### src/rtl/alu_issue_scheduler.sv
// Round-robin distributor of ALU issue packets into per-unit FIFOs.
// Packet MSB is the enable bit; commit_feedback_pack is {enable, flush}.
module alu_issue_scheduler #(
    parameter int unsigned ALU_UNIT_NUM = 2,
    parameter int unsigned FIFO_DEPTH   = 2,
    parameter int unsigned PACK_W       = 32
) (
    input  logic                                clk,
    input  logic                                rst,
    input  logic [PACK_W-1:0]                   issue_alu_pack_in,
    input  logic                                issue_alu_pack_valid,
    output logic                                issue_alu_pack_ready,
    output logic [ALU_UNIT_NUM-1:0][PACK_W-1:0] issue_alu_fifo_data_out,
    output logic [ALU_UNIT_NUM-1:0]             issue_alu_fifo_data_out_valid,
    input  logic [ALU_UNIT_NUM-1:0]             issue_alu_fifo_pop,
    input  logic [1:0]                          commit_feedback_pack,
    output logic                                alu_sched_busy
);

    localparam int unsigned PTR_W  = (FIFO_DEPTH > 1) ? $clog2(FIFO_DEPTH) : 1;
    localparam int unsigned UNIT_W = (ALU_UNIT_NUM > 1) ? $clog2(ALU_UNIT_NUM) : 1;
    localparam int unsigned CNT_W  = $clog2(FIFO_DEPTH + 1);
    localparam logic [CNT_W-1:0] FULL_CNT = CNT_W'(FIFO_DEPTH);

    logic [PACK_W-1:0] mem_q    [ALU_UNIT_NUM][FIFO_DEPTH];
    logic [PTR_W-1:0]  rd_ptr_q [ALU_UNIT_NUM];
    logic [PTR_W-1:0]  rd_ptr_d [ALU_UNIT_NUM];
    logic [PTR_W-1:0]  wr_ptr_q [ALU_UNIT_NUM];
    logic [PTR_W-1:0]  wr_ptr_d [ALU_UNIT_NUM];
    logic [CNT_W-1:0]  count_q  [ALU_UNIT_NUM];
    logic [CNT_W-1:0]  count_d  [ALU_UNIT_NUM];
    logic [UNIT_W-1:0] rr_ptr_q, rr_ptr_d;

    logic                    flush;
    logic                    any_free;
    logic                    found;
    logic                    do_push;
    logic [UNIT_W-1:0]       target;
    logic [ALU_UNIT_NUM-1:0] full;
    logic [ALU_UNIT_NUM-1:0] push_sel;
    logic [ALU_UNIT_NUM-1:0] pop_ok;

    assign flush = commit_feedback_pack[1] & commit_feedback_pack[0];

    always_comb begin
        full     = '0;
        any_free = 1'b0;
        for (int u = 0; u < int'(ALU_UNIT_NUM); u++) begin
            full[u]  = (count_q[u] == FULL_CNT);
            any_free = any_free | ~full[u];
        end
    end

    // Scan rr_ptr..N-1 first, then wrap around to 0..rr_ptr-1.
    always_comb begin
        target = '0;
        found  = 1'b0;
        for (int u = 0; u < int'(ALU_UNIT_NUM); u++) begin
            if (!found && !full[u] && (UNIT_W'(u) >= rr_ptr_q)) begin
                target = UNIT_W'(u);
                found  = 1'b1;
            end
        end
        for (int u = 0; u < int'(ALU_UNIT_NUM); u++) begin
            if (!found && !full[u]) begin
                target = UNIT_W'(u);
                found  = 1'b1;
            end
        end
    end

    assign issue_alu_pack_ready = ~rst & ~flush & any_free;
    assign do_push = issue_alu_pack_valid & issue_alu_pack_ready
                     & issue_alu_pack_in[PACK_W-1];

    always_comb begin
        for (int u = 0; u < int'(ALU_UNIT_NUM); u++) begin
            push_sel[u] = do_push && (target == UNIT_W'(u));
            pop_ok[u]   = issue_alu_fifo_pop[u] && (count_q[u] != '0);
            wr_ptr_d[u] = push_sel[u] ? wr_ptr_q[u] + 1'b1 : wr_ptr_q[u];
            rd_ptr_d[u] = pop_ok[u] ? rd_ptr_q[u] + 1'b1 : rd_ptr_q[u];
            count_d[u]  = count_q[u] + CNT_W'(push_sel[u]) - CNT_W'(pop_ok[u]);
            if (flush) begin
                wr_ptr_d[u] = '0;
                rd_ptr_d[u] = '0;
                count_d[u]  = '0;
            end
        end
        rr_ptr_d = rr_ptr_q;
        if (flush) begin
            rr_ptr_d = '0;
        end else if (do_push) begin
            rr_ptr_d = (target == UNIT_W'(ALU_UNIT_NUM - 1)) ? '0 : target + 1'b1;
        end
    end

    always_ff @(posedge clk or posedge rst) begin
        if (rst) begin
            for (int u = 0; u < int'(ALU_UNIT_NUM); u++) begin
                rd_ptr_q[u] <= '0;
                wr_ptr_q[u] <= '0;
                count_q[u]  <= '0;
            end
            rr_ptr_q <= '0;
        end else begin
            for (int u = 0; u < int'(ALU_UNIT_NUM); u++) begin
                rd_ptr_q[u] <= rd_ptr_d[u];
                wr_ptr_q[u] <= wr_ptr_d[u];
                count_q[u]  <= count_d[u];
            end
            rr_ptr_q <= rr_ptr_d;
        end
    end

    // Storage needs no reset: heads are masked to zero while count is zero.
    always_ff @(posedge clk) begin
        for (int u = 0; u < int'(ALU_UNIT_NUM); u++) begin
            if (push_sel[u]) begin
                mem_q[u][wr_ptr_q[u]] <= issue_alu_pack_in;
            end
        end
    end

    always_comb begin
        for (int u = 0; u < int'(ALU_UNIT_NUM); u++) begin
            issue_alu_fifo_data_out_valid[u] = (count_q[u] != '0);
            issue_alu_fifo_data_out[u] = issue_alu_fifo_data_out_valid[u]
                                         ? mem_q[u][rd_ptr_q[u]] : '0;
        end
    end

    assign alu_sched_busy = |issue_alu_fifo_data_out_valid;

endmodule

### config.mk
export PLATFORM = sky130hd
export DESIGN_NAME = alu_issue_scheduler
export DESIGN_NICKNAME = d
export VERILOG_FILES = /design/src/rtl/alu_issue_scheduler.sv
export SDC_FILE = /design/constraint.sdc
export NUM_CORES = 1
export LEC_CHECK = 0
export ABC_AREA = 1
export CORE_MARGIN = 2
export CORE_UTILIZATION = 51
export DETAILED_ROUTE_END_ITERATION = 12
export GPL_TIMING_DRIVEN = 0
export PLACE_DENSITY_LB_ADDON = 0.15
export SLEW_MARGIN = 20
export SYNTH_ARGS = -nofsm -noshare
export SYNTH_HDL_FRONTEND = slang
export SYNTH_SLANG_ARGS = --single-unit
### constraint.sdc
create_clock -name clk -period 3.5 [get_ports clk]
set_input_delay 1.05 -clock clk [delete_from_list [all_inputs] [get_ports clk]]
set_output_delay 1.05 -clock clk [all_outputs]
set_load 0.03 [all_outputs]
; Word-level counts from Yosys, hierarchy flattened
; Memories as Yosys holds them, arrays and structs flattened.
; Cells that the tools add are included.
; Widths: inputs -> output; s select.
[word_totals]
mem_count = 1
register_bits = 9
input_bits = 39
wordCells = 105
out_inout_bits = 68
mem_bits_rw = 128
[classes]
eq_ne = 2
magnitude_cmp = 8
add_sub_neg = 9
bitwise_logic = 15
n_reduce_logical = 25
mux = 38
[memory_table]
columns = name, words, word_bits, rd, rd_clocked_by_memory_dff, wr, line
row1 = mem_q, 2, 64, 2, 0, 1, 25  ; logic [PACK_W-1:0] mem_q [ALU_UNIT_NUM][FIFO_DEPTH];
[ops]
columns = cell, count
row1 = $mux 32, 10
row2 = $mux 64, 4
row3 = $demux 32 s1, 2
row4 = $reduce_or 64->1, 1
row5 = $mux 1, 20
row6 = $reduce_bool 2->1, 7
row7 = $logic_and 1x1->1, 11
row8 = $ge 2x2->1 const B, 4
row9 = $not 1->2, 4
row10 = $add 1x1->1 const B, 5
row11 = $and 1x1->1, 5
row12 = $logic_not 1->1, 5
row13 = $not 1->1, 5
row14 = $add 2x1->2, 2
row15 = $eq 2x2->1 const B, 2
row16 = $lt 2x1->1 const B, 2
row17 = $mux 2, 2
row18 = $sub 2x1->2, 2
row19 = $ge 1x1->1 const A, 2
row20 = $reduce_or 2->1, 1
row21 = $or 1x1->1, 1

; Logic depth before layout (Yosys ltp)
[logic_depth]
word_depth = 19
depth_mapped = 10
ltp_nobuf = 10

; Least setup slack after synthesis
; Ideal clock, no wire load.
[synth_timing]
path_type = input -> register
startpoint = in rst
endpoint = mem mem_q[0][0] in the netlist's numbering (enable)
path_stages = 5
setup_time_ps = 421
setup_slack_ps = -150
t_arrival_ps = 3229
path_buffers = 0
t_required_ps = 3079
path_cell_list = inv_1 nand2_1 nor2_4 nand3_2 nor2_1
[synth_between]
elab_chain_len = 10
word_cells_on_any_way = 14
cone_classes = 6 x mux / 5 x bitwise / 3 x reduce/logical
[synth_rtl]
columns = element, line
row1 = start: declaration, 9  ; input logic rst,
row2 = $not 1->1 (*), 72  ; assign issue_alu_pack_ready = ~rst & ~flush & any_free;
row3 = $and 1x1->1 (*) (2 in series), 72
row4 = via issue_alu_pack_ready, 12  ; output logic issue_alu_pack_ready,
row5 = $and 1x1->1 (*), 73  ; assign do_push = issue_alu_pack_valid & issue_alu_pack_ready
row6 = $and 1x1->1 (*), 74  ; & issue_alu_pack_in[PACK_W-1];
row7 = $logic_and 1x1->1, 78  ; push_sel[u] = do_push && (target == UNIT_W'(u));
row8 = $mux 1, 118  ; if (push_sel[u]) begin
row9 = $mux 64 (implied by the code), 119  ; mem_q[u][wr_ptr_q[u]] <= issue_alu_pack_in;
row10 = $reduce_or 64->1 (no source line), -
row11 = $mux 1 (no source line) or $mux 64 (tied branches), -
row12 = end: declaration, 25
; Mark *: on every way through the listed nets, which the timed path passes. The rest lies on a longest branch.

==> reports/results.ini <==
[die]
dieWidth_um=106
die_y_um=106
num_rows=37
core_um2=10200
die_area_um2=11300
ioPinCount=107
initial_core_util=0.522

[worst_setup_path]
timing_worst_setup_path_type=reg -> out
start_kind=register
cp-end-kind=primary output
ff2ff_setup_slack_ns=1.51
crit_arrival_ns=2.35
cp_max_fo=10
cp.required_ns=2.45

[logic_synthesis]
yosysMostFrequentCell=nand2_1
synth_edf_count=128
synth-warning-count=0
synth.cells.most_frequent=nand2_1, edfxtp_1, a21oi_1
synthArstFlopShare=0.0657
syn_area_um2=5340
ys_seq_elements=137
synth_top_cell_area_share=0.720
syn_nets=459
synth_cell_type_count=20
ys_seq_area_frac=0.762
yosys.area.top_type=edfxtp_1
avgSynthCellArea_um2=12.8
synth_area_leaders=edfxtp_1, nand2_1, a21oi_1
syn_inst=416
synth_ff_type=edfxtp_1

[global_route]
grt_max_degree=33
track_usage=0.228
grt_pass1_wl_um=18700
grt-ovfl-total=0
grt_pass1_vias=3608
antenna_found_initial=0

[finish]
drive_gt1_frac=0.130
area_delta_synth_final_pct=37.3
finalCoreUtilization=0.716
fin_cells=697
stdcell_area_um2=7330
layout.nets=591
n_antenna_cell=0
n_fill_cell=709

[placed_design]
routabilityCongestion=0.739
placed_cells=661
io_buffers=106
hpwl_um=7960
place_area_um2=6670

[outcome]
status=finished clean

[flow_run]
drv_cap=0

[clocking]
cts_tree=done
cts-root-buf=clkbuf_8
clockBufferDepth=2
clock_latency_ns=0.51
cts-htree-levels=4
numCtsBuffers=17
clk_pin_slew_ns=0.06
clock_sinks=137
postCtsHoldBufs=0

[sta]
slew_violations=0
finalCriticalPeriod_ns=3.40
fin_crit_sh=0.971
worst_slew_pin_slew_ns=0.774
final_hold_viol_count=0
finalSetupViolCount=0
setup_tns_ns=0
slew_headroom=0.483
fmaxAchievable_ghz=0.294
finClkSkew_ns=0.0109
rsz0062_at_grt=false

[drt]
drc=0
dr.pass1.iters=5
drt_iter0_drc=207
wirelength_um=12300
antenna_left=0
vias=3628
wire_per_inst_um=17.6
avgViaCountPerCell=5.21

[pwr]
power.density_nw_per_um2=885
vdd.ir_drop.worst_mv=0.519
total_power_uw=6480
p_leak_uw=0.00297

[hold_path]
hold_path_class=reg -> reg

==> worst paths after layout <==
check                       startpoint                           to  cells after the start
max                        rd_ptr_q[1]  issue_alu_fifo_data_out[11]                      6
min                           rr_ptr_q                     rr_ptr_q                      2
max reg2reg                 count_q[0]                 mem_q[0][16]                      7
min reg2reg                   rr_ptr_q                     rr_ptr_q                      2
max in group asynchronous          rst                   count_q[1]                      3
min in group asynchronous          rst                   count_q[2]                      3
==> report_power, final <==
| group | total, µW | switching, µW | internal (µW) |
|---|---|---|---|
| clock | 1680 | 668 | 1010 |
| sequential | 1940 | 52.0 | 1890 |
| combinational | 2860 | 1850 | 1000 |
| total | 6480 | 2570 | 3910 |
==> area by class of cell <==
cell class	count	area [µm²]	share of cell area
Inverter	21	82.6	0.0113
Clock inverter	14	149	0.0203
Timing Repair Buffer	113	1220	0.167
Multi-Input combinational cell	238	1110	0.151
Clock buffer	18	418	0.0570
Buffer	20	108	0.0147
Sequential cell	137	4070	0.555
Tap cell	136	170	0.0232
==> per-stage QoR <==
step,setup WS (ns),hold WS (ns)
4_1_cts,0.00515,0.505
5_1_grt,0.00103,0.541
3_3_place_gp,-0.617,0.480
3_5_place_dp,-0.383,0.491
6_report,0.102,0.501
2_1_floorplan,0.373,0.468
==> logic make-up after synthesis <==
family	count (synthesis)	synth area share
compound gates	67	0.0628
fa+ha+maj	4	0.00938
buf+inv	41	0.0349
xor+xnor	4	0.00657
flops	137	0.762
simple gates	163	0.124
==> sequential cells by signal (all words and copies together) (netlist names) <==
| name | count |
|---|---|
| count_q | 4 |
| rr_ptr_q | 1 |
| rd_ptr_q | 2 |
| wr_ptr_q | 2 |
| mem_q | 128 |
==> critical path, stage by stage, from the launching register on <==
cell,delay (ns)
dfrtp_1,0.35
buf_2,0.16
inv_2,0.12
buf_2,0.26
nand2_1,0.08
a21oi_1,0.16
clkdlybuf4s50_1,0.70
==> placed cells by master, fill, tap and decap left out, types with 7 or more instances in the layout <==
| cell type | n |
|---|---|
| nor2_1 | 7 |
| nand2_1 | 137 |
| a21oi_1 | 66 |
| inv_1 | 17 |
| buf_2 | 17 |
| clkinvlp_4 | 7 |
| edfxtp_1 | 128 |
| clkdlybuf4s50_1 | 83 |
| dlymetal6s2s_1 | 21 |
| clkbuf_16 | 16 |
| buf_4 | 7 |
| dfrtp_1 | 9 |
==> metal layers <==
metal,routed length (µm),global-route usage,vias to the layer above
met5,0,0,-
met4,68,0.0648,0
met3,846,0.0668,4
met2,6180,0.371,140
met1,5170,0.300,1778
li1,-,-,1706
==> repair_timing <==
action,CTS,global route
gates resized for setup,3,24
setup endpoints to repair,2,35
setup buffers,0,4
(Power assumes the default switching activity.)
